File: src/rtl/xrdstream.sv
// xrdstream: read-side stream stage behind the 3-level address generator.
//   Issues registered memory reads, realigns returning data with a valid
//   strobe over a fixed MEM_LAT read latency, counts delivered words and
//   reports done only once no reads are left in flight.
// Ports:
//   clk, rst                      clock, asynchronous active-high reset
//   run_i                         start pulse; restarts the stream from any state
//   ag_addr_i, ag_mem_en_i        read address / request from the generator
//   ag_done_i                     generator finished issuing requests
//   pad_bound_i                   requests with address >= bound are padding
//                                 (present only with XRDSTREAM_PAD_EN defined)
//   mem_addr_o, mem_en_o          registered memory read port
//   mem_data_i                    read data, valid MEM_LAT cycles after mem_en_o
//   data_out_o, valid_out_o       aligned read data and its one-cycle strobe
//   word_cnt_o                    valid beats since the last run, wrapping
//   done_o                        high in IDLE: stream over and pipeline empty
// Optional feature macro: XRDSTREAM_PAD_EN.
module xrdstream #(
   parameter int MEM_ADDR_W = 10,
   parameter int DATA_W     = 32,
   parameter int MEM_LAT    = 1,
   parameter int CNT_W      = 16
) (
   input  logic                  clk,
   input  logic                  rst,
   input  logic                  run_i,
   input  logic [MEM_ADDR_W-1:0] ag_addr_i,
   input  logic                  ag_mem_en_i,
   input  logic                  ag_done_i,
`ifdef XRDSTREAM_PAD_EN
   input  logic [MEM_ADDR_W-1:0] pad_bound_i,
`endif
   output logic [MEM_ADDR_W-1:0] mem_addr_o,
   output logic                  mem_en_o,
   input  logic [DATA_W-1:0]     mem_data_i,
   output logic [DATA_W-1:0]     data_out_o,
   output logic                  valid_out_o,
   output logic [CNT_W-1:0]      word_cnt_o,
   output logic                  done_o
);
   typedef enum logic [1:0] {IDLE, STREAM, DRAIN} state_t;
   state_t                state_q, state_d;
   logic [MEM_LAT:0]      tag_q, tag_d;
   logic [MEM_ADDR_W-1:0] addr_q, addr_d;
   logic                  en_q, en_d, valid_q, valid_d;
   logic [DATA_W-1:0]     data_q, data_d;
   logic [CNT_W-1:0]      cnt_q, cnt_d;
   logic                  beat, is_pad, out_pad;

`ifdef XRDSTREAM_PAD_EN
   // Pad marks travel alongside the tags so a padded beat keeps the same
   // latency as a real read but never touches memory.
   logic [MEM_LAT:0] pad_q, pad_d;
   assign is_pad  = ag_mem_en_i && (ag_addr_i >= pad_bound_i);
   assign out_pad = pad_q[MEM_LAT];
   assign pad_d   = run_i ? '0 : {pad_q[MEM_LAT-1:0], is_pad};
   always_ff @(posedge clk or posedge rst)
      if (rst) pad_q <= '0;
      else     pad_q <= pad_d;
`else
   assign is_pad  = 1'b0;
   assign out_pad = 1'b0;
`endif

   // A run discards whatever is still in flight, including a beat that
   // would otherwise be delivered on this very edge.
   assign beat = tag_q[MEM_LAT] && !run_i;

   always_comb begin
      state_d = state_q;
      if (run_i)
         state_d = STREAM;
      else if (state_q == STREAM && ag_done_i)
         state_d = DRAIN;
      else if (state_q == DRAIN && tag_q == '0 && !ag_mem_en_i)
         state_d = IDLE;
      tag_d   = run_i ? '0 : {tag_q[MEM_LAT-1:0], ag_mem_en_i};
      addr_d  = ag_mem_en_i ? ag_addr_i : addr_q;
      en_d    = ag_mem_en_i && !is_pad;
      valid_d = beat;
      data_d  = beat ? (out_pad ? '0 : mem_data_i) : data_q;
      cnt_d   = run_i ? '0 : cnt_q + CNT_W'(beat);
   end

   always_ff @(posedge clk or posedge rst)
      if (rst) begin
         state_q <= IDLE;
         tag_q   <= '0;
         addr_q  <= '0;
         en_q    <= 1'b0;
         valid_q <= 1'b0;
         data_q  <= '0;
         cnt_q   <= '0;
      end else begin
         state_q <= state_d;
         tag_q   <= tag_d;
         addr_q  <= addr_d;
         en_q    <= en_d;
         valid_q <= valid_d;
         data_q  <= data_d;
         cnt_q   <= cnt_d;
      end

   assign mem_addr_o  = addr_q;
   assign mem_en_o    = en_q;
   assign data_out_o  = data_q;
   assign valid_out_o = valid_q;
   assign word_cnt_o  = cnt_q;
   assign done_o      = (state_q == IDLE);
endmodule

File: config.mk
export PLATFORM = sky130hd
export DESIGN_NAME = xrdstream
export DESIGN_NICKNAME = d
export VERILOG_FILES = /design/src/rtl/xrdstream.sv
export SDC_FILE = /design/constraint.sdc
export NUM_CORES = 1
export LEC_CHECK = 0
export CAP_MARGIN = 40
export CORE_MARGIN = 2
export CORE_UTILIZATION = 47
export CTS_BUF_LIST = sky130_fd_sc_hd__clkbuf_8
export DETAILED_ROUTE_END_ITERATION = 10
export PLACE_DENSITY = 0.89
export SLEW_MARGIN = 20
export SYNTH_ARGS = -nofsm -noshare
export SYNTH_HDL_FRONTEND = slang
export SYNTH_SLANG_ARGS = --single-unit
export TNS_END_PERCENT = 1
File: constraint.sdc
create_clock -name clk -period 5.03 [get_ports clk]
set_input_delay 1.006 -clock clk [delete_from_list [all_inputs] [get_ports clk]]
set_output_delay 1.006 -clock clk [all_outputs]
set_load 0.01 [all_outputs]
* Yosys cells after proc, flatten, opt, wreduce, memory -nomap -nowiden
Index checks and enable logic that the tools add are counted.
Cells by class: $add $sub $neg 1, eq/ne operators 2, mux-type cells 5, reductions and logical operators 9
Operators by type and width (count):
- adder 16 x 1 -> 16 bit | 1
- 2-to-1 mux 16 bit | 1
- 2-to-1 mux 2 bit | 4
- logical AND 1 bit | 4
- zero test 2 bit | 2
- nonzero test 3 bit | 1
- equality test 2 x 1 -> 1 bit (second input constant) | 1
- equality test 2 bit (second input constant) | 1
- zero test 1 bit | 2
Word-level totals: register bits 64, output and inout port bits 61

* Depth between registers and ports, before layout
depth after elaboration 6, depth in mapped cells 9

* Worst setup path before layout
OpenSTA, ideal clock, no wires.
kind input to register, start point in run_i, end point reg cnt_q[15], in the netlist word_cnt_o[15], setup time 0.078 ns, arrival 2.647 ns, data required time 4.952 ns, slack 2.305 ns, stages 9, buffers on the path 2, cell sequence nand2b_1 > clkbuf_1 > buf_2 > inv_1 > ha_1 > and3_1 > nand3_2 > or4_1 > a21oi_1
Between the ends: longest elaborated chain between the ends 4
Ends and longest elaborated chain:
- start: declaration | RTL line 26 | input logic run_i,
- zero test 1 bit | RTL line 67 | assign beat = tag_q[MEM_LAT] && !run_i;
- logical AND 1 bit | RTL line 67
- via beat | RTL line 48 | logic beat, is_pad, out_pad;
- adder 16 x 1 -> 16 bit | RTL line 82 | cnt_d = run_i ? '0 : cnt_q + CNT_W'(beat);
- 2-to-1 mux 16 bit | RTL line 82
- via cnt_d[15] | RTL line 47 | logic [CNT_W-1:0] cnt_q, cnt_d;
- end signal: assignment | RTL line 101 | cnt_q <= cnt_d;
- end: declaration | RTL line 47
The timed path passes the listed nets, and every way through them passes these cells. A chain may end at the register's enable or synchronous reset.

* Final worst setup path
Same ends and word-level chain as after synthesis.

==> impl_metrics.env <==
export IMPL_outcome="complete, no violations"
export IMPL_antenna_found_initial=0
export IMPL_ir_drop_mv=0.223
export IMPL_post_cts_buffers=0
export IMPL_core_area_mm2=0.00517
export IMPL_syn_to_final_growth_pct=52.2
export IMPL_hp_start="data_out_o[21]$_DFFE_PP0N_"
export IMPL_cts_tree="done"
export IMPL_drive_above_1_share_pct=20.0
export IMPL_fillCellCount=350
export IMPL_dpl_hpwl_um=3720
export IMPL_start_util_pct=49.1
export IMPL_finalCriticalPeriod_ns=3.13
export IMPL_synth_common_cells="64 x dfrtp_1, 42 x mux2_2, 15 x nor2_1, 9 x xor2_1"
export IMPL_drt_pass1_iter_count=4
export IMPL_reg2regPathDepth=8
export IMPL_rsz0062_at_grt="false"
export IMPL_finalWorstSetupSlack_ns=1.90
export IMPL_synthCells=183
export IMPL_synth_edf_count=0
export IMPL_cts_root_buffer="clkbuf_8"
export IMPL_ys_types=25
export IMPL_yosys_register_bits=64
export IMPL_setup_violations=0
export IMPL_final_antenna_net_count=0
export IMPL_startpoint_type="input port"
export IMPL_hold_viol=0
export IMPL_cts_repair_resized=0
export IMPL_grt_ovfl_total=0
export IMPL_portBuffers=107
export IMPL_crit_type="in -> reg"
export IMPL_worstMarginPinSlew_ns=0.517
export IMPL_hold_depth=1
export IMPL_synth_area_leaders="dfrtp_1 63%, mux2_2 19%, xor2_1 3.1%"
export IMPL_fmax_mhz=319
export IMPL_fin_crit_sh_pct=62.2
export IMPL_synth_top_area_share_pct=63.1
export IMPL_setup_tns_ns=0
export IMPL_viasPerCell=4.95
export IMPL_grt_first_pass_wirelength_um=8500
export IMPL_die_h_um=77.5
export IMPL_fin_skew_ns=0.00729
export IMPL_rows=26
export IMPL_die_w_um=77.5
export IMPL_hp_class="reg -> reg"
export IMPL_gp_congestion=0.826
export IMPL_ys_async_sr_fraction_pct=100
export IMPL_crit_path_cell_trace="clkdlybuf4s50_1, buf_4, nand2b_1, buf_4, inv_1, ha_1, and3_1, nand3_2, or4_1, a21oi_1"
export IMPL_reg2reg_from="tag_q[1]$_DFF_PP0_"
export IMPL_fin_nets=346
export IMPL_grt_max_degree=40
export IMPL_antenna_cells=0
export IMPL_power_density_mw_per_mm2=335
export IMPL_relSlewSlack_pct=65.5
export IMPL_yosysMostFrequentCell="dfrtp_1"
export IMPL_route_detailed_drc=0
export IMPL_slew_violations=0
export IMPL_avgSynthCellArea_um2=13.9
export IMPL_h_tree_depth=3
export IMPL_required_ns=5.28
export IMPL_crit_start="run_i"
export IMPL_drt_initial_drc_count=102
export IMPL_routedWlPerCell_um=14.0
export IMPL_die_area_mm2=0.00600
export IMPL_cts_path_max_buffers=2
export IMPL_maxCapViolations=0
export IMPL_grt_pass1_vias=1820
export IMPL_yosysTopAreaCell="dfrtp_1"
export IMPL_crit_path_max_fanout=33
export IMPL_gr_usage_all_layers_pct=18.4
export IMPL_preCtsSetupSlack_ns=1.58
export IMPL_yosys_most_used_dff="dfrtp_1"
export IMPL_cts_made_buffers=9
export IMPL_syn_nets=232
export IMPL_cp_slowest_stage_delay_ns=0.47
export IMPL_path_clk_slew_ns=0.07
export IMPL_critPathArrivalTime_ns=3.39
export IMPL_via_count=1831
export IMPL_yosysWarnings=0
export IMPL_clk_latency_ns=0.33
export IMPL_finalPower_uw=1290
export IMPL_routed_wl_um=5190
export IMPL_end_kind="flip-flop"
export IMPL_hold_buffers=0
export IMPL_yosysSeqAreaShare_pct=63.1
export IMPL_p_leak_uw=0.00165
export IMPL_cts_sinks=64
export IMPL_critPathSlowestCell="or4_1"
export IMPL_cp_common_cell="buf_4"
export IMPL_syn_area_mm2=0.00254
export IMPL_ioPinCount=108
==> final cells by class <==
cell class	instances	area (µm²)	area share, %
sequential	64	1600	41.5
timing repair buffer	110	1090	28.3
multi-input combinational	109	895	23.2
clock buffer	12	165	4.28
tap	70	87.6	2.27
inverter	3	11.3	0.292
clock inverter	2	7.51	0.194
==> cells in the final DEF (no fill, tap or decap), types with 4 or more instances in the layout <==
master	n
nor2_1	15
nand2_1	6
xor2_1	9
nand4_1	6
clkbuf_8	12
xnor2_1	5
nand3_1	4
clkdlybuf4s50_1	107
mux2_2	42
dfrtp_1	64
inv_1	4
==> state kept, by name, summed over array words and instances, names as in the netlist <==
signal	cells
data_out_o	32
word_cnt_o	16
mem_addr_o	10
state_q	2
tag_q	2
mem_en_o	1
valid_out_o	1
==> path summary, 6_finish.rpt <==
kind | slack [ns] | end
max in group asynchronous | 3.10 | mem_addr_o[0]$_DFFE_PP0P_
worst min-delay path | 0.50 | data_out_o[21]$_DFFE_PP0N_
worst max-delay path | 1.90 | word_cnt_o[15]$_DFF_PP0_
min in group asynchronous | 1.04 | data_out_o[18]$_DFFE_PP0N_
worst max register to register | 2.93 | word_cnt_o[15]$_DFF_PP0_
worst min register to register | 0.50 | data_out_o[21]$_DFFE_PP0N_
==> metrics by stage <==
stage	hold WS (ns)	cells	area [µm²]	utilization (%)
2_1_floorplan	0.466	183	2540	-
3_3_place_gp	0.486	356	3690	71.3
3_5_place_dp	0.492	356	3690	71.3
4_1_cts	0.507	370	3860	74.6
5_1_grt	0.516	370	3860	74.6
6_report	0.504	370	3860	74.6
==> metal layers <==
layer	vias to the layer above	wire [µm]	global-route usage, %	part of all wire, %
met5	-	0	0	0
met3	4	444	8.02	8.6
met1	886	2160	21.9	42
li1	868	-	-	-
met2	73	2550	29.7	49
met4	0	34	6.96	0.66
==> cell families (layout without fill, tap and decap cells) <==
| kind of cell | count (synthesis) | count (layout) | share of synthesized area (%) |
|---|---|---|---|
| adders and majority gates | 2 | 2 | 0.986 |
| and+or+nand+nor | 46 | 46 | 9.47 |
| DFF | 64 | 64 | 63.1 |
| xor gates and xnor gates | 14 | 14 | 4.83 |
| buffers and inverters | 10 | 127 | 1.63 |
| AOI/OAI and AO/OA | 5 | 5 | 1.33 |
| muxes | 42 | 42 | 18.6 |
==> where the power goes <==
part | switching, µW | internal, µW | total [µW] | leakage (µW)
registers | 33.3 | 583 | 616 | 0.000799
clock network | 174 | 210 | 385 | 0.0000969
logic | 99.3 | 193 | 292 | 0.000751
==> critical path: cells and delay by family <==
kind | cells | cell delay [ns]
AO/OA/AOI/OAI | 1 | 0.15
buffers and inverters | 4 | 1.01
AND/OR/NAND/NOR | 4 | 1.01
adder cells (fa/ha/maj) | 1 | 0.21
(Power assumes the default switching activity.)
